## src/rtl/alarm_key_pkg.sv

```systemverilog
// Shared types and 50 MHz timing defaults for the alarm-setting key path.
// Pure declarations; no logic, no latency, no flow control.
package alarm_key_pkg;

    localparam int CLK_FREQ_HZ           = 50_000_000;
    localparam int KEY_HOLD_CYCLES_DEF   = 25_000_000;  // 0.5 s to first repeat
    localparam int KEY_REPEAT_CYCLES_DEF = 10_000_000;  // 0.2 s between repeats
    localparam int KEY_CNT_W_DEF         = 25;

    typedef enum logic [1:0] {
        LOCK   = 2'd0,
        IDLE   = 2'd1,
        PRESS  = 2'd2,
        REPEAT = 2'd3
    } key_state_t;

endpackage

```

## src/rtl/key_timer.sv

```systemverilog
// Loadable up-counter with synchronous clear, enable and terminal-count compare.
// tc is combinational from the count; count updates one cycle after en/ld/cnt_clr.
// No backpressure; the owner decides when to clear at terminal count.
module key_timer #(
    parameter int CNT_W = 25
) (
    input  logic             cclk,
    input  logic             clr,
    input  logic             cnt_clr,
    input  logic             ld,
    input  logic [CNT_W-1:0] ld_dat,
    input  logic             en,
    input  logic [CNT_W-1:0] term_dat,
    output logic             tc
);

    logic [CNT_W-1:0] cnt;

    always_ff @(posedge cclk) begin
        if (clr || cnt_clr) begin
            cnt <= '0;
        end else if (ld) begin
            cnt <= ld_dat;
        end else if (en) begin
            cnt <= cnt + CNT_W'(1);
        end
    end

    assign tc = (cnt == term_dat);

endmodule

```

## src/rtl/alarm_key_event.sv

```systemverilog
// Turns the debounced alarm key level into press and auto-repeat pulses (ALARM_KEY_REPEAT_EN enables repeat).
// All outputs registered: press_p one cycle after the rising key sample.
// No backpressure; pulses are single-cycle and fire-and-forget.
module alarm_key_event
    import alarm_key_pkg::*;
#(
    parameter int HOLD_CYCLES   = KEY_HOLD_CYCLES_DEF,
    parameter int REPEAT_CYCLES = KEY_REPEAT_CYCLES_DEF,
    parameter int CNT_W         = KEY_CNT_W_DEF
) (
    input  logic cclk,
    input  logic clr,
    input  logic key_in,
    input  logic alarm_d,
    output logic press_p,
    output logic rpt_p,
    output logic hold
);

    key_state_t state;
    key_state_t state_nxt;
    logic       key_q;
    logic       key_rise;
    logic       press_nxt;

    assign key_rise = key_in & ~key_q;

    always_ff @(posedge cclk) begin
        if (clr) begin
            state   <= LOCK;
            key_q   <= 1'b0;
            press_p <= 1'b0;
        end else begin
            state   <= state_nxt;
            key_q   <= key_in;
            press_p <= press_nxt;
        end
    end

`ifdef ALARM_KEY_REPEAT_EN
    logic             tc;
    logic             tmr_act;
    logic             tmr_clr;
    logic             tmr_en;
    logic             rpt_nxt;
    logic [CNT_W-1:0] term_dat;

    // One timer serves both intervals; the compare value follows the state.
    assign term_dat = (state == PRESS) ? CNT_W'(HOLD_CYCLES - 1)
                                       : CNT_W'(REPEAT_CYCLES - 1);

    key_timer #(
        .CNT_W (CNT_W)
    ) u_key_timer (
        .cclk     (cclk),
        .clr      (clr),
        .cnt_clr  (tmr_clr),
        .ld       (1'b0),
        .ld_dat   ('0),
        .en       (tmr_en),
        .term_dat (term_dat),
        .tc       (tc)
    );

    always_ff @(posedge cclk) begin
        if (clr) begin
            rpt_p <= 1'b0;
            hold  <= 1'b0;
        end else begin
            rpt_p <= rpt_nxt;
            hold  <= (state_nxt == REPEAT);
        end
    end
`else
    logic [CNT_W-1:0] unused_cfg;

    assign unused_cfg = CNT_W'(HOLD_CYCLES) ^ CNT_W'(REPEAT_CYCLES);
    assign rpt_p      = 1'b0;
    assign hold       = 1'b0;
`endif

    // Mode exit overrides every state; a key still down parks in LOCK.
    always_comb begin
        state_nxt = state;
        if (!alarm_d) begin
            state_nxt = key_in ? LOCK : IDLE;
        end else begin
            case (state)
                LOCK:    if (!key_in)  state_nxt = IDLE;
                IDLE:    if (key_rise) state_nxt = PRESS;
`ifdef ALARM_KEY_REPEAT_EN
                PRESS: begin
                    if (!key_in)  state_nxt = IDLE;
                    else if (tc)  state_nxt = REPEAT;
                end
`else
                PRESS:   if (!key_in)  state_nxt = IDLE;
`endif
                REPEAT:  if (!key_in)  state_nxt = IDLE;
                default: state_nxt = LOCK;
            endcase
        end
    end

    always_comb begin
        press_nxt = alarm_d && (state == IDLE) && key_rise;
`ifdef ALARM_KEY_REPEAT_EN
        // Release takes priority over terminal count: tmr_act drops with key_in.
        tmr_act = alarm_d && key_in && ((state == PRESS) || (state == REPEAT));
        rpt_nxt = tmr_act && tc;
        tmr_clr = !tmr_act || tc;
        tmr_en  = tmr_act && !tc;
`endif
    end

endmodule

```

## config.mk

```make
export PLATFORM = sky130hd
export DESIGN_NAME = alarm_key_event
export DESIGN_NICKNAME = d
export VERILOG_FILES = /design/src/rtl/alarm_key_pkg.sv /design/src/rtl/key_timer.sv /design/src/rtl/alarm_key_event.sv
export SDC_FILE = /design/constraint.sdc
export NUM_CORES = 1
export LEC_CHECK = 0
export ABC_CLOCK_PERIOD_IN_PS = 1840
export CORE_AREA = 2 2 39 41
export CTS_BUF_LIST = sky130_fd_sc_hd__clkbuf_4 sky130_fd_sc_hd__clkbuf_8 sky130_fd_sc_hd__clkbuf_16
export DETAILED_ROUTE_END_ITERATION = 12
export DIE_AREA = 0 0 41 43
export GPL_TIMING_DRIVEN = 0
export PLACE_DENSITY_LB_ADDON = 0.25
export SYNTH_ARGS = -nofsm -noshare
export SYNTH_HDL_FRONTEND = slang
export SYNTH_SLANG_ARGS = --single-unit
export TNS_END_PERCENT = 1
```

## constraint.sdc

```tcl
create_clock -name cclk -period 1.84 [get_ports cclk]
set_input_delay 0.368 -clock cclk [delete_from_list [all_inputs] [get_ports cclk]]
set_output_delay 0.368 -clock cclk [all_outputs]
set_load 0.02 [all_outputs]
```

**Yosys cells after proc, flatten, opt, wreduce, memory -nomap -nowiden**

Index checks and enable logic that the tools add are counted.

- Output and inout port bits: 3
- Latch bits: 0
- Memory bits (read-only): 0
- Input port bits: 4
- Memories kept: 0
- RAM bits: 0
- Bits in registers: 4
- Logic and storage cells: 20

- Bitwise operators: 2
- Multiplexer cells: 5
- Equality and inequality tests: 5
- Reductions and logical operators: 5
- Shifts and indexed selects: 0
- Order comparisons: 0
- Add/sub/neg operators: 0
- $mul: 0
- Div/mod/pow operators: 0

Operator list:

| operator | number |
|---|---|
| 2-bit 2-to-1 mux | 3 |
| 3-bit inequality test, second input constant | 2 |
| 2-bit equality test, second input constant | 2 |
| 2-bit case mux with 2 select lines | 1 |
| 3-bit OR reduction | 1 |
| 2-bit by 1-bit equality test with 1-bit output, second input constant | 1 |
| 1-bit logical AND | 2 |
| 2-bit logical NOT | 1 |
| 2-bit AND reduction | 1 |
| 1-bit bitwise AND | 1 |
| 1-bit 2-to-1 mux | 1 |
| 1-bit NOT | 1 |

**Longest topological paths before layout**

Gate-level depths: netlist (run 1).

- Word-level depth: 5
- Depth in mapped cells: 2
- Mapped depth without buffers: 2

**Least setup slack after synthesis (run 1)**

OpenSTA, ideal clock, no wires.

- Kind: input to register
- Start: input port key_in
- End: register press_p
- Cell stages on the path: 2
- Data arrival time: 649 ps
- Setup slack: 1075 ps
- Setup time: 116 ps
- Path buffers: 0
- Data required time: 1724 ps
- Cells stage by stage: nor2b_4 > and4_1

- Cells in the longest elaborated chain, start to end: 2

Ends and longest elaborated chain:

| element | RTL line | source |
|---|---|---|
| start: declaration | alarm_key_event.sv:13 | `input logic key_in,` |
| 1-bit bitwise AND | alarm_key_event.sv:26 | `assign key_rise = key_in & ~key_q;` |
| 1-bit logical AND | alarm_key_event.sv:106 | `press_nxt = alarm_d && (state == IDLE) && key_rise;` |
| end signal: assignment | alarm_key_event.sv:36 | `press_p <= press_nxt;` |
| end: declaration | alarm_key_event.sv:15 | `output logic press_p,` |

No other way between the ends.
A chain may end at the register's enable or synchronous reset.

**Final worst setup path (run 1)**

- Start: register press_p
- End: output port press_p

No word-level cell between the ends.

==> results of run 1 <==
-- registers in the layout, indices dropped and copies added (netlist names) --
signal   cells
key_q        1
press_p      1
state        2
-- placed cells by master, fill, tap and decap left out --
cell                              synthesis  layout
sky130_fd_sc_hd__dfxtp_1                  4       4
sky130_fd_sc_hd__o211ai_1                 1       1
sky130_fd_sc_hd__o211a_1                  1       1
sky130_fd_sc_hd__buf_4                    2       2
sky130_fd_sc_hd__a21oi_1                  1       1
sky130_fd_sc_hd__clkbuf_4                 0       3
sky130_fd_sc_hd__nor2b_1                  1       1
sky130_fd_sc_hd__nor2b_4                  1       1
sky130_fd_sc_hd__conb_1                   1       2
sky130_fd_sc_hd__nor2_1                   1       1
sky130_fd_sc_hd__clkdlybuf4s50_1          0       4
sky130_fd_sc_hd__and4_1                   1       1
-- path summary, 6_finish.rpt --
path,to,cells past startpoint
max,press_p,1
min,press_p,1
max reg2reg,state[1],2
min reg2reg,press_p,1
-- metal layers --
metal / global-route usage, % / routed length, um / vias to the layer above
li1: - / - / 61
met1: 3.55 / 99 / 60
met2: 5.94 / 135 / 7
met3: 4.71 / 52 / 0
met4: 6.00 / 0 / 0
met5: 0 / 0 / -
-- stage by stage --
stage          setup slack [ns]  hold WS, ns  total power [W]  utilization, %  cells
2_1_floorplan              1.08        0.437         0.000105               -     15
3_3_place_gp              0.597        0.479         0.000114            15.7     35
3_5_place_dp              0.566        0.505         0.000115            15.7     35
4_1_cts                   0.337        0.515         0.000228            17.4     38
5_1_grt                   0.314        0.533         0.000237            17.4     38
6_report                  0.347        0.506         0.000223            17.4     38
-- logic make-up (layout without fill, tap and decap cells) --
family,count (synthesis),after routing,synth area share (%)
and+or+nand+nor,4,4,21.1
DFF,4,4,52.0
other,1,2,2.44
buffers and inverters,2,9,9.75
AOI/OAI and AO/OA,3,3,14.6
-- cell type report --
type | count | area [um2] | area share, %
Clock buffer | 3 | 22.5 | 9.38
Sequential cell | 4 | 80.1 | 33.3
Multi-Input combinational cell | 9 | 62.6 | 26.0
Buffer | 2 | 15.0 | 6.25
Tap cell | 16 | 20.0 | 8.33
Timing Repair Buffer | 4 | 40.0 | 16.7
-- power by group --
group          switching (W)  leakage, nW  internal (W)
Clock              0.0000360       0.0138     0.0000730
Combinational     0.00000905       0.0637     0.0000125
Sequential        0.00000195       0.0329     0.0000904
Total              0.0000470        0.110      0.000176
==> results.py, run 1 <==
metrics = {
    "grt": {
        "vias_in_the_first_global_route": 127,
        "globalRouteTotalUtil_pct": 4.82,
        "antenna_found_initial": 0,
        "grt_first_pass_wirelength_um": 483,
        "largest_net_degree_at_the_start_of_global_routing": 4,
        "grt_overflow_total": 0,
    },
    "clocking": {
        "root_buffer": "sky130_fd_sc_hd__clkbuf_4",
        "cts_num_sinks": 4,
        "cts-htree-levels": 1,
        "clkSlewWorstSetupHoldPaths_ns": 0.04,
        "tritoncts": "built",
        "clock_path_buffers": 2,
        "postCtsResizedCells": 0,
        "cts_buffers": 3,
        "holdBufCountCts": 0,
        "cts_post_setup_buffers_inserted": 0,
        "worst_skew_pair.late_latency_ns": 0.24,
    },
    "timing": {
        "slew_violations": 0,
        "maximum_clock_skew_at_final_layout_ns": 0.00679,
        "setup_viol": 0,
        "time_the_worst_path_needs_with_i_o_delays_and_setup_ns": 1.49,
        "period_share_pct": 81.1,
        "hold_violations": 0,
        "timing.fmax_mhz": 670,
        "rsz0062_at_grt": "no",
        "timing.setup.tns_ns": 0,
    },
    "yosys": {
        "post-synth-top-count-cell": "sky130_fd_sc_hd__dfxtp_1",
        "synth.ff_latch_count": 4,
        "syn-cell-area_um2": 154,
        "ys_dominant_reg_cell": "sky130_fd_sc_hd__dfxtp_1",
        "ffs_w_async_s_r_synth_pct": 0,
        "yosys-top-cells-area": "sky130_fd_sc_hd__dfxtp_1 52%, sky130_fd_sc_hd__buf_4 9.8%, sky130_fd_sc_hd__nor2b_4 8.9%",
        "cell_types_with_the_highest_counts_after_synthesis": "4 x sky130_fd_sc_hd__dfxtp_1, 2 x sky130_fd_sc_hd__buf_4",
        "seq_area_frac_synth_pct": 52.0,
        "yosysWarnings": 0,
        "synthDominantCellAreaShare_pct": 52.0,
        "postSynthCellCount": 14,
        "post-synth-top-area-cell": "sky130_fd_sc_hd__dfxtp_1",
        "synthesis.area_per_instance_um2": 11.0,
        "netlist-cell-type-count": 10,
        "synth-edff-count": 0,
    },
    "power": {
        "total_power_divided_by_cell_area_nw_per_um2": 928,
        "leakagePower_nw": 0.110,
        "vdd_ir_drop_max_mv": 0.209,
    },
    "critical_path": {
        "worst_setup_path_start_kind": "register",
        "r2r_setup_slack_ns": 1.10,
        "worst_path_largest_cell_delay_ns": 0.59,
        "cells_along_the_critical_path": "clkdlybuf4s50_1",
        "family_with_the_most_delay_on_the_worst_path": "buffers and inverters",
        "crit_start": "press_p",
        "critical_path_buf_inv_count": 1,
        "category_of_the_worst_setup_path_capture_point": "primary output",
        "worst-endpoint-arrival_ns": 1.12,
        "worstPathRequired_ns": 1.47,
        "worstReg2RegStart": "state[0]",
        "crit_path_max_fanout": 1,
        "critical-path-slowest-cell": "sky130_fd_sc_hd__clkdlybuf4s50_1",
        "critPathKind": "reg -> out",
    },
    "routing": {
        "drtIter0Drc": 0,
        "finalWirelength_um": 286,
        "wl_per_cell_um": 7.53,
        "via_per_inst": 3.37,
        "num_vias": 128,
        "antenna_violating_nets_post_route": 0,
        "drt-pass1-iter-count": 1,
        "remaining_drc_errors": 0,
    },
    "place": {
        "gp_congestion": 0.532,
        "buffer_ports.inserted": 4,
        "placedInstanceArea_um2": 218,
    },
    "floorplanning": {
        "rows": 14,
        "die_height_um": 43,
        "boundaryPins": 7,
        "initial_core_utilization_pct": 11.1,
        "dieArea_um2": 1760,
        "core_um2": 1380,
        "fp.dieW_um": 41,
    },
    "hold_path": {
        "holdCritStartpoint": "state[0]",
        "worst_hold_path_type": "reg -> reg",
    },
    "final_layout": {
        "fillerInstances": 158,
        "postLayoutCellArea_um2": 240,
        "synthToLayoutAreaGrowth_pct": 56.1,
        "finalNetCount": 28,
        "diodes": 0,
        "post_route_cells_drive_above_1_share_pct": 27.3,
    },
    "status": {
        "status": "finished clean",
    },
    "flow_run": {
        "max_cap_violations": 0,
    },
}
Power figures use the tool's default switching activity.
==> run 2: changes to the inputs <==
--- a/config.mk
+++ b/config.mk
@@ -5,7 +5,7 @@
 export SDC_FILE = /design/constraint.sdc
 export NUM_CORES = 1
 export LEC_CHECK = 0
-export ABC_CLOCK_PERIOD_IN_PS = 1840
+export ABC_CLOCK_PERIOD_IN_PS = 1300
 export CORE_AREA = 2 2 39 41
 export CTS_BUF_LIST = sky130_fd_sc_hd__clkbuf_4 sky130_fd_sc_hd__clkbuf_8 sky130_fd_sc_hd__clkbuf_16
 export DETAILED_ROUTE_END_ITERATION = 12
==> constraint.sdc (replaced) <==
create_clock -name cclk -period 1.3 [get_ports cclk]
set_input_delay 0.26 -clock cclk [delete_from_list [all_inputs] [get_ports cclk]]
set_output_delay 0.26 -clock cclk [all_outputs]
set_load 0.02 [all_outputs]
==> results.py, run 2 (synthesis results as in run 1) <==
metrics = {
    "status": {
        "status": "finished clean",
    },
    "critical_path": {
        "worst-endpoint-arrival_ns": 0.85,
        "worst_setup_path_start_kind": "register",
        "critPathKind": "reg -> out",
        "cells_along_the_critical_path": "dlygate4sd2_1",
        "category_of_the_worst_setup_path_capture_point": "primary output",
        "r2r_setup_slack_ns": 0.56,
        "critical_path_buf_inv_count": 1,
        "worstPathRequired_ns": 1.04,
        "family_with_the_most_delay_on_the_worst_path": "buffers and inverters",
        "critical-path-slowest-cell": "sky130_fd_sc_hd__dlygate4sd2_1",
        "worstReg2RegStart": "state[0]",
        "worstRegToRegCells": 2,
        "worst_path_largest_cell_delay_ns": 0.32,
        "r2r_path_end": "state[1]",
        "crit_path_max_fanout": 1,
    },
    "timing": {
        "slew_violations": 0,
        "maximum_clock_skew_at_final_layout_ns": 0.00679,
        "setup_viol": 0,
        "time_the_worst_path_needs_with_i_o_delays_and_setup_ns": 1.11,
        "hold_violations": 0,
        "timing.fmax_mhz": 900,
        "timing.setup.tns_ns": 0,
        "period_share_pct": 85.5,
        "rsz0062_at_grt": "no",
    },
    "final_layout": {
        "synthToLayoutAreaGrowth_pct": 55.3,
        "finalNetCount": 28,
        "largest_register_ffs": 2,
        "layout_top_registers": "state x2, key_q x1, press_p x1",
        "final_core_util_pct": 17.3,
        "fillerInstances": 159,
        "multi_input_comb_area_um2": 62.6,
        "post_route_cells_drive_above_1_share_pct": 27.3,
        "layout.area.seq_um2": 80.1,
        "diodes": 0,
        "final_common_cell": "sky130_fd_sc_hd__dfxtp_1",
        "largest_register": "state",
        "final_cell_mix": "4 x sky130_fd_sc_hd__dfxtp_1, 3 x sky130_fd_sc_hd__clkbuf_4, 3 x sky130_fd_sc_hd__clkdlybuf4s50_1, 2 x sky130_fd_sc_hd__buf_4, 2 x sky130_fd_sc_hd__conb_1",
    },
    "hold_path": {
        "min_to": "press_p",
        "hold-path-cell-count": 1,
        "worst_hold_path_type": "reg -> reg",
        "holdCritStartpoint": "state[0]",
    },
    "grt": {
        "grt_first_pass_wirelength_um": 483,
        "globalRouteTotalUtil_pct": 4.82,
        "antenna_found_initial": 0,
        "vias_in_the_first_global_route": 127,
        "largest_net_degree_at_the_start_of_global_routing": 4,
        "grt_overflow_total": 0,
    },
    "floorplanning": {
        "rows": 14,
        "core_um2": 1380,
        "boundaryPins": 7,
        "dieArea_um2": 1760,
        "fp.dieW_um": 41,
        "initial_core_utilization_pct": 11.1,
        "die_height_um": 43,
    },
    "routing": {
        "wl_per_cell_um": 7.55,
        "antenna_violating_nets_post_route": 0,
        "num_vias": 128,
        "via_per_inst": 3.37,
        "remaining_drc_errors": 0,
        "drt-pass1-iter-count": 1,
        "finalWirelength_um": 287,
        "drtIter0Drc": 0,
    },
    "flow_run": {
        "max_cap_violations": 0,
    },
    "clocking": {
        "cts_post_setup_buffers_inserted": 0,
        "cts-htree-levels": 1,
        "cts_buffers": 3,
        "clkSlewWorstSetupHoldPaths_ns": 0.04,
        "clock_path_buffers": 2,
        "worst_skew_pair.late_latency_ns": 0.24,
        "cts_num_sinks": 4,
        "root_buffer": "sky130_fd_sc_hd__clkbuf_4",
        "tritoncts": "built",
    },
    "place": {
        "buffer_ports.inserted": 4,
        "gp_congestion": 0.532,
    },
    "power": {
        "total_power_divided_by_cell_area_nw_per_um2": 1320,
        "vdd_ir_drop_max_mv": 0.295,
        "leakagePower_nw": 0.115,
    },
}
run 2: cell count changes in the layout (fill, tap and decap cells not counted):
cell and change:
sky130_fd_sc_hd__dlygate4sd2_1 +1, sky130_fd_sc_hd__clkdlybuf4s50_1 -1
run 2: worst max path at each step:
stage / startpoint / to / slack (ns) / cells past startpoint
5_1_grt: press_p / press_p / 0.16 / 1
6_report: press_p / press_p / 0.19 / 1
3_3_place_gp: clr / press_p / 0.16 / 3
4_1_cts: press_p / press_p / 0.18 / 1
2_1_floorplan: state[0] / state[1] / 0.60 / 2
3_5_place_dp: clr / press_p / 0.13 / 3
run 2: through the flow:
step | worst slack, ns | instances | total power, W | area, um2 | hold WS (ns)
2_1_floorplan | 0.595 | 15 | 0.000149 | 158 | 0.329
3_3_place_gp | 0.165 | 35 | 0.000162 | 218 | 0.479
3_5_place_dp | 0.134 | 35 | 0.000163 | 218 | 0.505
4_1_cts | 0.177 | 38 | 0.000323 | 239 | 0.515
5_1_grt | 0.157 | 38 | 0.000336 | 239 | 0.533
6_report | 0.188 | 38 | 0.000315 | 239 | 0.506
run 2: timing repair:
action                                 in CTS  in global routing
endpoints found under the hold margin       0                  0
hold buffers                                0                  0
setup endpoints to repair                   1                  0
gates resized for setup                     1                  0
run 2: routing by layer:
layer  vias to the layer above  GRT usage (%)  part of all wire (%)
met3                         0           4.71                    18
li1                         61              -                     -
met2                         7           5.94                    47
met1                        60           3.55                    34
met5                         -              0                     0
met4                         0           6.00                     0
run 2: where the power goes:
group	switching [W]	total (W)	internal, W
combinational	0.0000128	0.0000302	0.0000174
clock	0.0000510	0.000154	0.000103
sequential	0.00000274	0.000131	0.000128
run 2: cell type report:
class	count	area share (%)
multi-input cells	9	26.2
flip-flops and latches	4	33.5
plain buffers	2	6.28
repair buffers	4	16.2
well taps	16	8.38
clock buffers	3	9.42
